$ cat src/rtl/mux_arbiter.sv
// mux_arbiter: two-requester burst arbiter for the shared 2:1 datapath MUX.
// Grants the MUX to one requester at a time, drives SEL, and captures the
// selected beat into a one-entry output register with a valid/ready handshake.
// A grant ends on LAST, on reaching MAXBURST accepted beats, or when the owner
// drops its request.
// Optional feature: define MUX_ARB_RR_EN for round-robin arbitration; the
// default build uses fixed priority to requester 0.
module mux_arbiter #(
  parameter int WIDTH    = 32,
  parameter int MAXBURST = 4
) (
  input  logic             CLK,
  input  logic             RST,
  input  logic             REQ0,
  input  logic [WIDTH-1:0] IN0,
  input  logic             LAST0,
  output logic             ACK0,
  input  logic             REQ1,
  input  logic [WIDTH-1:0] IN1,
  input  logic             LAST1,
  output logic             ACK1,
  output logic             SEL,
  output logic [WIDTH-1:0] OUT,
  output logic             OUT_VALID,
  input  logic             OUT_READY,
  output logic             BUSY
);

  localparam int CW = $clog2(MAXBURST + 1);

  typedef enum logic [1:0] {
    IDLE,
    GRANT0,
    GRANT1
  } state_t;

  state_t           state;
  state_t           next_state;
  logic             sel_q;
  logic             busy_q;
  logic [WIDTH-1:0] out_q;
  logic             out_valid_q;
  logic [CW-1:0]    count;

  logic             room;
  logic             ack0;
  logic             ack1;
  logic             accept;
  logic [WIDTH-1:0] acc_data;
  logic             acc_last;
  logic             at_limit;
  logic             own_req;
  logic             release_grant;

`ifdef MUX_ARB_RR_EN
  logic             pri;
`endif

  // The output register can take a beat when empty or being drained this cycle.
  assign room     = !out_valid_q | OUT_READY;
  assign ack0     = !RST & (state == GRANT0) & REQ0 & room;
  assign ack1     = !RST & (state == GRANT1) & REQ1 & room;
  assign accept   = ack0 | ack1;
  assign acc_data = ack1 ? IN1 : IN0;
  assign acc_last = ack1 ? LAST1 : LAST0;
  assign at_limit = (count == CW'(MAXBURST - 1));
  assign own_req  = (state == GRANT1) ? REQ1 : REQ0;

  // Release only on owner drop or an accepted beat that ends the burst; stalls never release.
  assign release_grant = (state != IDLE) & (!own_req | (accept & (acc_last | at_limit)));

  assign ACK0      = ack0;
  assign ACK1      = ack1;
  assign SEL       = sel_q;
  assign BUSY      = busy_q;
  assign OUT       = out_q;
  assign OUT_VALID = out_valid_q;

  // Next-state selection: IDLE arbitration and handover on release.
  always_comb begin
    next_state = state;
    case (state)
      IDLE: begin
        if (REQ0 && REQ1) begin
`ifdef MUX_ARB_RR_EN
          next_state = pri ? GRANT1 : GRANT0;
`else
          next_state = GRANT0;
`endif
        end else if (REQ0) begin
          next_state = GRANT0;
        end else if (REQ1) begin
          next_state = GRANT1;
        end
      end
      GRANT0: begin
        if (release_grant) begin
`ifdef MUX_ARB_RR_EN
          next_state = REQ1 ? GRANT1 : IDLE;
`else
          next_state = (REQ1 && !REQ0) ? GRANT1 : IDLE;
`endif
        end
      end
      GRANT1: begin
        if (release_grant) begin
          next_state = REQ0 ? GRANT0 : IDLE;
        end
      end
      default: next_state = IDLE;
    endcase
  end

  // State register with registered SEL/BUSY, burst counter and output beat register.
  always_ff @(posedge CLK) begin
    if (RST) begin
      state       <= IDLE;
      sel_q       <= 1'b0;
      busy_q      <= 1'b0;
      count       <= '0;
      out_q       <= '0;
      out_valid_q <= 1'b0;
    end else begin
      state  <= next_state;
      sel_q  <= (next_state == GRANT1);
      busy_q <= (next_state != IDLE);

      if (release_grant) begin
        count <= '0;
      end else if (accept) begin
        count <= count + 1'b1;
      end

      if (accept) begin
        out_q       <= acc_data;
        out_valid_q <= 1'b1;
      end else if (OUT_READY) begin
        out_valid_q <= 1'b0;
      end
    end
  end

`ifdef MUX_ARB_RR_EN
  // Priority pointer flips to the other requester whenever a grant is released.
  always_ff @(posedge CLK) begin
    if (RST) begin
      pri <= 1'b0;
    end else if (release_grant) begin
      pri <= (state == GRANT0);
    end
  end
`endif

endmodule

$ cat config.mk
export PLATFORM = sky130hd
export DESIGN_NAME = mux_arbiter
export DESIGN_NICKNAME = d
export VERILOG_FILES = /design/src/rtl/mux_arbiter.sv
export SDC_FILE = /design/constraint.sdc
export NUM_CORES = 1
export LEC_CHECK = 0
export ABC_AREA = 1
export BUFFER_PORTS_ARGS = -buffer_cell sky130_fd_sc_hd__buf_2
export CORE_ASPECT_RATIO = 0.8
export CORE_MARGIN = 2
export CORE_UTILIZATION = 42
export DETAILED_ROUTE_END_ITERATION = 6
export PLACE_DENSITY = 0.78
export SLEW_MARGIN = 0
export SYNTH_ARGS = -nofsm -noshare
export SYNTH_HDL_FRONTEND = slang
export SYNTH_SLANG_ARGS = --single-unit
export TNS_END_PERCENT = 10
$ cat constraint.sdc
create_clock -name CLK -period 2 [get_ports CLK]
set_clock_uncertainty 0.05 [all_clocks]
set_input_delay 0.4 -clock CLK [delete_from_list [all_inputs] [get_ports CLK]]
set_output_delay 0.4 -clock CLK [all_outputs]
set_load 0.01 [all_outputs]
==> results.cfg <==
[worst_setup_path]
reg2reg_to = count[2]
end_kind = output port
rrSetupSlack_ns = 0.33
cp_max_fo = 8
worstPathCellList = nand3_2 -> nor2_4 -> buf_4 -> buf_2
worstSetupStartpointType = register
crit_required_ns = 1.55
worst-path-buf-inv = 2
max_stage_delay_ns = 0.47
path_class = register to output port
slowest_stage = dfxtp_1
rr_startpoint = state[1]
reg2reg_depth = 9
crit_start = state[1]
crit_arrival_ns = 1.39
crit_family = flip-flops

[global_routing]
grt_overflow = 0
grt_max_degree = 35
grt_pass1_vias = 1706
grt_pass1_wl_um = 7480
track_usage_pct = 19.8
antenna_found_initial = 0

[route]
drtPass1Iterations = 4
drt_wl_total_um = 4550
ant_nets = 0
first_iter_violations = 86
wl_per_cell_um = 11.3
viasPerCell = 4.82
vias = 1943
drc = 0

[hold_path]
hp-class = input pin to register
hold_start = RST
whs_endpoint = OUT_VALID
hold_path_depth = 2

[placement]
hpwl_um = 3230
preCtsSetupSlack_ns = 0.221
placed_cell_area_um2 = 2360
port-buffer-count = 107
dp_cells = 395
routabilityCongestion = 0.809

[clock_network]
clk_path_buf_depth = 2
cts_setup_buffers = 0
postCtsHoldBufs = 0
insertion_delay_ns = 0.28
cts.reportedPaths.clkPinSlew_ns = 0.07
cts.sinks = 40
cts_buffers = 5
h-tree-depth = 2
ctsResizeCount = 0
root_buffer = clkbuf_8
cts_tree = built

[layout]
post-route-util_pct = 60.6
layoutNonFillerInstCount = 403
n_antenna_cell = 0
drive_above_1_share_pct = 37.0
final_area_um2 = 2480
synthToLayoutAreaGrowth_pct = 41.2
nets = 418

[logic_synthesis]
synth_mux_area_share_pct = 0
synth-seq-cells = 40
synth.largest_area_cell = dfxtp_1
synth_top_family_by_area = compound AO/OA/AOI/OAI gates
syn_avg_cell_area_um2 = 7.30
synth_fa_ha_area_share_pct = 1.42
synth_common_cells = 81 x nand2_1, 40 x dfxtp_1, 32 x a31oi_1
synth_ff_type = dfxtp_1
synth_xor_area_share_pct = 0.498
synth_compound_gate_area_share_pct = 22.7
synth_top_area_share_pct = 45.5
synth.area.top_cells = dfxtp_1 45%, nand2_1 17%, a31oi_1 11%
synth_area_um2 = 1760
synth-seq-area-share_pct = 45.5
synth.most_common_cell = nand2_1
yosys_warnings = 0
synth_cells = 241
synth_nets = 314
synth_edf_count = 0
async_flop_share_pct = 0
yosysUniqueCellTypes = 23
yosys.area_share.simple_pct = 22.0

[power]
peakVddDrop_v = 0.000374
p_per_area_nw_per_um2 = 753
leakage_nw = 1.30
power_mw = 1.87

[die]
dieHeight_um = 61.9
die_area_um2 = 4730
dieWidth_um = 76.4
ioPinCount = 108
core_um2 = 4100
rows = 21
start_util_pct = 42.9

[sta]
rsz0062_at_grt = false
setup_slack_ns = 0.164
post-route-period-util_pct = 91.8
tns_ns = 0
setup_viol = 0
hold_viol = 0
slew_viol_final = 0
worst_hold_slack_ns = 0.274
fin_crit_ns = 1.84
fmax_ghz = 0.545
slew_headroom_pct = 76.0
worst_pin_slew_ns = 0.358

[run]
maxCapViolCount = 0

[status]
outcome = finished clean
[where the power goes]
group          internal [mW]  switching (mW)
clock                  0.440           0.270
sequential             0.846          0.0253
combinational          0.136           0.153
total                   1.42           0.448
[cell families after synthesis]
group | Yosys count
compound gates | 70
xor+xnor | 1
fa+ha+maj | 2
buf+inv | 32
flops | 40
simple gates | 96
[registers in the layout, indices dropped and copies added (netlist names)]
| register | flops |
|---|---|
| OUT | 32 |
| count | 3 |
| state | 2 |
| BUSY | 1 |
| OUT_VALID | 1 |
| SEL | 1 |
[worst max path at each step]
stage | end | slack, ns | cells past startpoint
2_1_floorplan | OUT[0] | 0.51 | 8
3_3_place_gp | BUSY | 0.31 | 10
3_5_place_dp | count[1] | 0.22 | 11
4_1_cts | ACK1 | 0.16 | 4
5_1_grt | ACK1 | 0.06 | 4
6_report | ACK1 | 0.16 | 4
[routing by layer]
layer | GRT usage, % | share of wire [%] | vias up
li1 | - | - | 1019
met5 | 0 | 0 | -
met2 | 32.6 | 42 | 66
met3 | 5.78 | 6.8 | 4
met1 | 25.5 | 50 | 854
met4 | 7.01 | 1.2 | 0
[cell type report]
cell class	instances	area, µm²
Inverter	16	60.1
Timing Repair Buffer	113	606
Clock buffer	7	96.3
Sequential cell	40	801
Fill cell	406	1610
Tap cell	57	71.3
Clock inverter	1	30.0
Multi-Input combinational cell	169	821
[placed cells by master (no fill, tap or decap), types with 5 or more instances in the layout]
master,n
a31oi_1,32
buf_2,107
clkbuf_8,7
dfxtp_1,40
inv_1,13
nand2_1,81
nand3_1,5
nor2_1,7
o21ai_0,28
o21ai_1,5
(Power assumes the default switching activity.)
